<file path="src/rtl/simon_data_in_if.sv">
// rtl/simon_data_in_if.sv - host byte link and core packet handshake bundle for simon_data_in
interface simon_data_in_if #(
    parameter int N = 16
);
    // Host byte link
    logic [7:0]         byteIN;
    logic               validIN;
    logic               readBYTE;

    // Core-side packet handshake
    logic [7:0]         infoIN;
    logic [7:0]         countIN;
    logic [1:0][N-1:0]  inDATA;
    logic               doneDATA;
    logic               readDATA;

    // Status
    logic               errSEQ;

    // The receiver itself
    modport slave (
        input  byteIN,
        input  validIN,
        input  readDATA,
        output readBYTE,
        output infoIN,
        output countIN,
        output inDATA,
        output doneDATA,
        output errSEQ
    );

    // Host plus core environment around the receiver
    modport master (
        output byteIN,
        output validIN,
        output readDATA,
        input  readBYTE,
        input  infoIN,
        input  countIN,
        input  inDATA,
        input  doneDATA,
        input  errSEQ
    );
endinterface

</file>
<file path="src/rtl/simon_data_in.sv">
// rtl/simon_data_in.sv - byte-serial packet receiver for the SIMON core (optional SIMON_SEQ_CHECK_EN count check)
module simon_data_in #(
    parameter int N = 16        // SIMON word size, multiple of 8
) (
    input  logic            clk,
    input  logic            nR,
    simon_data_in_if.slave  bus
);

    // Payload is two N-bit words, i.e. N/4 bytes
    localparam int P  = N / 4;
    localparam int CW = (P > 1) ? $clog2(P) : 1;
    localparam logic [CW-1:0] LAST_BYTE = CW'(P - 1);

    typedef enum logic [1:0] {
        INFO    = 2'd0,
        COUNT   = 2'd1,
        PAYLOAD = 2'd2,
        HOLD    = 2'd3
    } state_t;

    state_t             state;
    state_t             stateNext;

    logic [CW-1:0]      byteCnt;
    logic [7:0]         infoReg;
    logic [7:0]         countReg;
    logic [2*N-1:0]     dataReg;
    logic               readByteReg;
    logic               doneReg;

    logic               accept;
    logic               loadInfo;
    logic               loadCount;
    logic               loadData;
    logic               readByteNext;
    logic               doneNext;

    // A byte moves only when the host offers it and we advertised readiness
    assign accept = bus.validIN && readByteReg;

    // State register
    always_ff @(posedge clk or negedge nR) begin
        if (!nR) begin
            state <= INFO;
        end else begin
            state <= stateNext;
        end
    end

    // Next-state decode and per-field load strobes
    always_comb begin
        stateNext = state;
        loadInfo  = 1'b0;
        loadCount = 1'b0;
        loadData  = 1'b0;
        case (state)
            INFO: begin
                if (accept) begin
                    loadInfo  = 1'b1;
                    stateNext = COUNT;
                end
            end
            COUNT: begin
                if (accept) begin
                    loadCount = 1'b1;
                    stateNext = PAYLOAD;
                end
            end
            PAYLOAD: begin
                if (accept) begin
                    loadData = 1'b1;
                    if (byteCnt == LAST_BYTE) begin
                        stateNext = HOLD;
                    end
                end
            end
            HOLD: begin
                // readDATA only matters here; elsewhere it is ignored
                if (bus.readDATA) begin
                    stateNext = INFO;
                end
            end
            default: begin
                stateNext = INFO;
            end
        endcase
    end

    // Handshake outputs are registered from the next state so that the
    // edge entering HOLD drops readBYTE and raises doneDATA together
    assign readByteNext = (stateNext != HOLD);
    assign doneNext     = (stateNext == HOLD);

    // Registered handshake flags; readBYTE comes up on the first edge after reset
    always_ff @(posedge clk or negedge nR) begin
        if (!nR) begin
            readByteReg <= 1'b0;
            doneReg     <= 1'b0;
        end else begin
            readByteReg <= readByteNext;
            doneReg     <= doneNext;
        end
    end

    // Payload byte index, restarted by every count byte
    always_ff @(posedge clk or negedge nR) begin
        if (!nR) begin
            byteCnt <= '0;
        end else if (loadCount) begin
            byteCnt <= '0;
        end else if (loadData) begin
            byteCnt <= byteCnt + CW'(1);
        end
    end

    // Header fields, written in place as they arrive
    always_ff @(posedge clk or negedge nR) begin
        if (!nR) begin
            infoReg  <= 8'h00;
            countReg <= 8'h00;
        end else begin
            if (loadInfo) begin
                infoReg <= bus.byteIN;
            end
            if (loadCount) begin
                countReg <= bus.byteIN;
            end
        end
    end

    // Payload bytes land LSB first; lanes 0..N/8-1 form word 0, the rest word 1
    always_ff @(posedge clk or negedge nR) begin
        if (!nR) begin
            dataReg <= '0;
        end else if (loadData) begin
            for (int k = 0; k < P; k++) begin
                if (byteCnt == CW'(k)) begin
                    dataReg[k*8 +: 8] <= bus.byteIN;
                end
            end
        end
    end

`ifdef SIMON_SEQ_CHECK_EN
    logic [7:0] expCount;
    logic       errReg;

    // Expected count always follows the last received count so a single
    // glitch flags once and the check resyncs on the next packet
    always_ff @(posedge clk or negedge nR) begin
        if (!nR) begin
            expCount <= 8'h00;
            errReg   <= 1'b0;
        end else if (loadCount) begin
            expCount <= bus.byteIN + 8'h01;
            if (bus.byteIN != expCount) begin
                errReg <= 1'b1;
            end
        end
    end

    assign bus.errSEQ = errReg;
`else
    assign bus.errSEQ = 1'b0;
`endif

    assign bus.readBYTE = readByteReg;
    assign bus.doneDATA = doneReg;
    assign bus.infoIN   = infoReg;
    assign bus.countIN  = countReg;
    assign bus.inDATA   = dataReg;

endmodule

</file>
<file path="src/flat_wrapper.sv">
// flat-port wrapper written by rule: the top's interface ports become plain ports
module simon_data_in_flat 
#(
    parameter int N = 16                                         
)
  (clk, nR, bus_byteIN, bus_validIN, bus_readDATA, bus_readBYTE, bus_infoIN, bus_countIN, bus_inDATA, bus_doneDATA, bus_errSEQ);
  simon_data_in_if #(.N(N)) bus_i ();
  input  logic clk;
  input  logic nR;
  input wire logic [$bits(bus_i.byteIN)-1:0] bus_byteIN;
  input wire logic [$bits(bus_i.validIN)-1:0] bus_validIN;
  input wire logic [$bits(bus_i.readDATA)-1:0] bus_readDATA;
  output wire logic [$bits(bus_i.readBYTE)-1:0] bus_readBYTE;
  output wire logic [$bits(bus_i.infoIN)-1:0] bus_infoIN;
  output wire logic [$bits(bus_i.countIN)-1:0] bus_countIN;
  output wire logic [$bits(bus_i.inDATA)-1:0] bus_inDATA;
  output wire logic [$bits(bus_i.doneDATA)-1:0] bus_doneDATA;
  output wire logic [$bits(bus_i.errSEQ)-1:0] bus_errSEQ;
  assign bus_i.byteIN = bus_byteIN;
  assign bus_i.validIN = bus_validIN;
  assign bus_i.readDATA = bus_readDATA;
  assign bus_readBYTE = bus_i.readBYTE;
  assign bus_infoIN = bus_i.infoIN;
  assign bus_countIN = bus_i.countIN;
  assign bus_inDATA = bus_i.inDATA;
  assign bus_doneDATA = bus_i.doneDATA;
  assign bus_errSEQ = bus_i.errSEQ;
  simon_data_in #(.N(N)) u_core (.clk(clk), .nR(nR), .bus(bus_i));
endmodule
</file>
<file path="config.mk">
export PLATFORM = sky130hd
export DESIGN_NAME = simon_data_in_flat
export DESIGN_NICKNAME = d
export VERILOG_FILES = /design/src/rtl/simon_data_in_if.sv /design/src/rtl/simon_data_in.sv /design/src/flat_wrapper.sv
export SDC_FILE = /design/constraint.sdc
export NUM_CORES = 1
export LEC_CHECK = 0
export ABC_AREA = 1
export BUFFER_PORTS_ARGS = -buffer_cell sky130_fd_sc_hd__buf_2
export CORE_MARGIN = 4
export CORE_UTILIZATION = 47
export DETAILED_ROUTE_END_ITERATION = 12
export GPL_ROUTABILITY_DRIVEN = 0
export PLACE_DENSITY = 0.83
export SYNTH_ARGS = -nofsm -noshare
export SYNTH_HDL_FRONTEND = slang
export SYNTH_SLANG_ARGS = --single-unit
</file>
<file path="constraint.sdc">
create_clock -name clk -period 2.7 [get_ports clk]
set_input_delay 0.135 -clock clk [delete_from_list [all_inputs] [get_ports clk]]
set_output_delay 0.135 -clock clk [all_outputs]
set_load 0.05 [all_outputs]
</file>
==> flow_summary.ini <==
[logic_synthesis]
mappedNetlistArea_um2 = 2240
yosysWarningCount = 0
synth.net_count = 252
post_synth_inst_count = 236
ys_seq_area_share_pct = 60.3
synthArstFlopShare_pct = 100
synthTopCellsByArea = dfrtp_1 60%, nand2_1 15%, nand3_1 8.7%, buf_6 2.5%, o21ai_0 2.5%
syn_area_per_cell_um2 = 9.49
cell_with_the_most_instances_after_synthesis = nand2_1
synth.ff_latch_count = 54
synth_edf_count = 0
synth.lib_cells_used.distinct = 20
synth_flop_cell = dfrtp_1
yosysTopAreaCellShare_pct = 60.3
post_synth_most_frequent_cells = 89 x nand2_1, 54 x dfrtp_1, 39 x nand3_1, 13 x inv_1, 11 x o21ai_0
synth_top_area_cell = dfrtp_1

[finish]
fin_nets = 313
final-seq-area_um2 = 1350
layout_fillers = 390
diodes = 0
area_growth_syn_to_layout_pct = 18.0
post_route_cells_drive_above_1_share_pct = 25.8
multi_input_area_um2 = 751
stdcell_area_um2 = 2640
post_layout_nonfiller_instances = 350

[setup_path]
worst-path-max-fanout = 34
worst_setup_path_end_kind = register
worst_ep_required_time_ns = 2.94
worst_ep_arrival_time_ns = 1.80
ff2ff_path_depth = 5
timing.critical_path.from_type = register
path_class = register to register

[power_and_ir_drop]
power_per_cell_area_nw_per_um2 = 1390
cellLeakagePower_nw = 1.52
power.ir.vdd_worst_mv = 0.770

[grt]
gr-usage-all-layers_pct = 18.7
number_of_antenna_violations_at_the_first_check_in_global_routing = 0
grt_max_degree = 42
grt_pass1_wl_um = 8750
global_route.overflow_total = 0
first_global_vias = 1751

[route]
antenna_violating_nets_post_route = 0
first_pass_iters = 4
routed-via-count = 1771
dr.first_iter.drc_count = 127
via_per_inst = 5.06
drc = 0
routed_wl_um = 5220
wl_per_cell_um = 14.9

[floorplanning]
floorplan.die.height_um = 77.0
dieArea_um2 = 5930
io_pins = 63
coreArea_um2 = 4470
initial_cell_density_of_the_core_pct = 50.1
rows = 24
horizontal_die_dimension_um = 77.0

[timing]
holdWs_ns = 0.140
fin_crit_ns = 1.57
clock_skew_ns = 0.00910
timing.final.max_slew_violations = 0
relSlewSlack_pct = 41.4
rsz0062_at_grt = false
final_setup_tns_ns = 0
finalHoldViolations = 0
timing.final.setup_violations = 0
maxClockFrequency_mhz = 638
setup_ws_ns = 1.13
period_share_pct = 58.0
worstMarginPinSlew_ns = 0.879

[clock_tree]
post-cts-setup-buffers = 0
cts-hold-fix-buffers = 1
cts_tree = yes
insertion_delay_to_the_later_sink_of_the_worst_skew_pair_ns = 0.30
cts_root_buffer = clkbuf_8
ctsResizeCount = 0
path_clk_slew_ns = 0.09
cts.htree.levels = 2
tritoncts.num_buffers = 5
cts_max_path_buffers = 2
cts.sink_count = 54

[run_status]
result_of_the_run = complete, no violations

[placed_design]
dp_worst_setup_slack_ns = 1.17
hpwl_um = 3760
placement.io_buffers = 61
place_inst = 341
placed_cell_area_um2 = 2540

[hold_path]
min_path_type = primary input to register
holdPathStages = 3

[job]
drv_cap = 0
-- metrics by stage --
step	total power, mW	util [%]
after floorplan	2.81	-
after detailed placement	3.25	56.8
after CTS	3.70	59.1
final	3.68	59.1
after global placement	3.20	56.8
after global routing	3.90	59.1
-- kinds of logic (layout without fill, tap and decap cells) --
group | Yosys count | after routing | share of synthesized area, %
simple gates | 136 | 136 | 27.3
compound gates | 17 | 17 | 3.80
other cells | 1 | 1 | 0.167
fa+ha+maj | 4 | 4 | 2.23
flops | 54 | 54 | 60.3
buf+inv | 24 | 86 | 6.15
-- state kept, by name, indices dropped and copies added (netlist names) --
signal,flops
u_core.bus.inDATA,32
u_core.bus.countIN,8
u_core.bus.infoIN,8
u_core.byteCnt,2
u_core.state,2
u_core.bus.doneDATA,1
u_core.bus.readBYTE,1
-- cell usage in the layout (no fill, tap or decap) --
master and count:
inv_1 13, a21oi_1 1, nand3_2 1, o21ai_1 5, ha_1 4, dlygate4sd3_1 1
clkinv_2 2, clkbuf_8 6, buf_4 2, buf_2 61, nand2_1 89, o21ai_0 11
nand3b_1 1, conb_1 1, nand2_4 1, nand3_1 39, dfrtp_1 54, nand2_2 1
nor2_1 1, nand4_4 1, nor2_4 2, clkbuf_1 1
-- worst paths after layout --
path	start	endpoint	slack [ns]
max in group asynchronous	nR	u_core.bus.inDATA[24]	1.57
max	u_core.state[0]	u_core.bus.inDATA[15]	1.13
max reg2reg	u_core.state[0]	u_core.bus.inDATA[15]	1.13
min	bus_byteIN[6]	u_core.bus.inDATA[6]	0.14
min in group asynchronous	nR	u_core.bus.infoIN[1]	0.48
min reg2reg	u_core.bus.inDATA[27]	u_core.bus.inDATA[27]	0.47
-- cell type report --
class | count | share of cell area (%)
Timing Repair Buffer | 64 | 12.5
Inverter | 14 | 2.04
Clock buffer | 7 | 3.27
Clock inverter | 1 | 0.189
Multi-Input combinational cell | 158 | 28.4
Tap cell | 52 | 2.46
Sequential cell | 54 | 51.1
-- critical path: stages (launching register included) --
cell and delay, ns:
dfrtp_1 0.48, inv_1 0.13, nand2_2 0.08, nor2_4 0.52, nand3_1 0.18, nand2_1 0.12
-- layer usage --
| metal | wire length [um] | share of wire, % | GRT usage (%) | vias up |
|---|---|---|---|---|
| li1 | - | - | - | 878 |
| met1 | 2320 | 44 | 26.4 | 834 |
| met2 | 2550 | 49 | 29.8 | 54 |
| met3 | 301 | 5.8 | 3.63 | 5 |
| met4 | 44 | 0.84 | 4.80 | 0 |
| met5 | 0 | 0 | 0 | - |
-- where the power goes --
part	internal [mW]	switching (mW)	total, mW
Combinational	0.397	1.52	1.92
Sequential	1.11	0.190	1.30
Clock	0.207	0.245	0.453
Power figures use the tool's default switching activity.
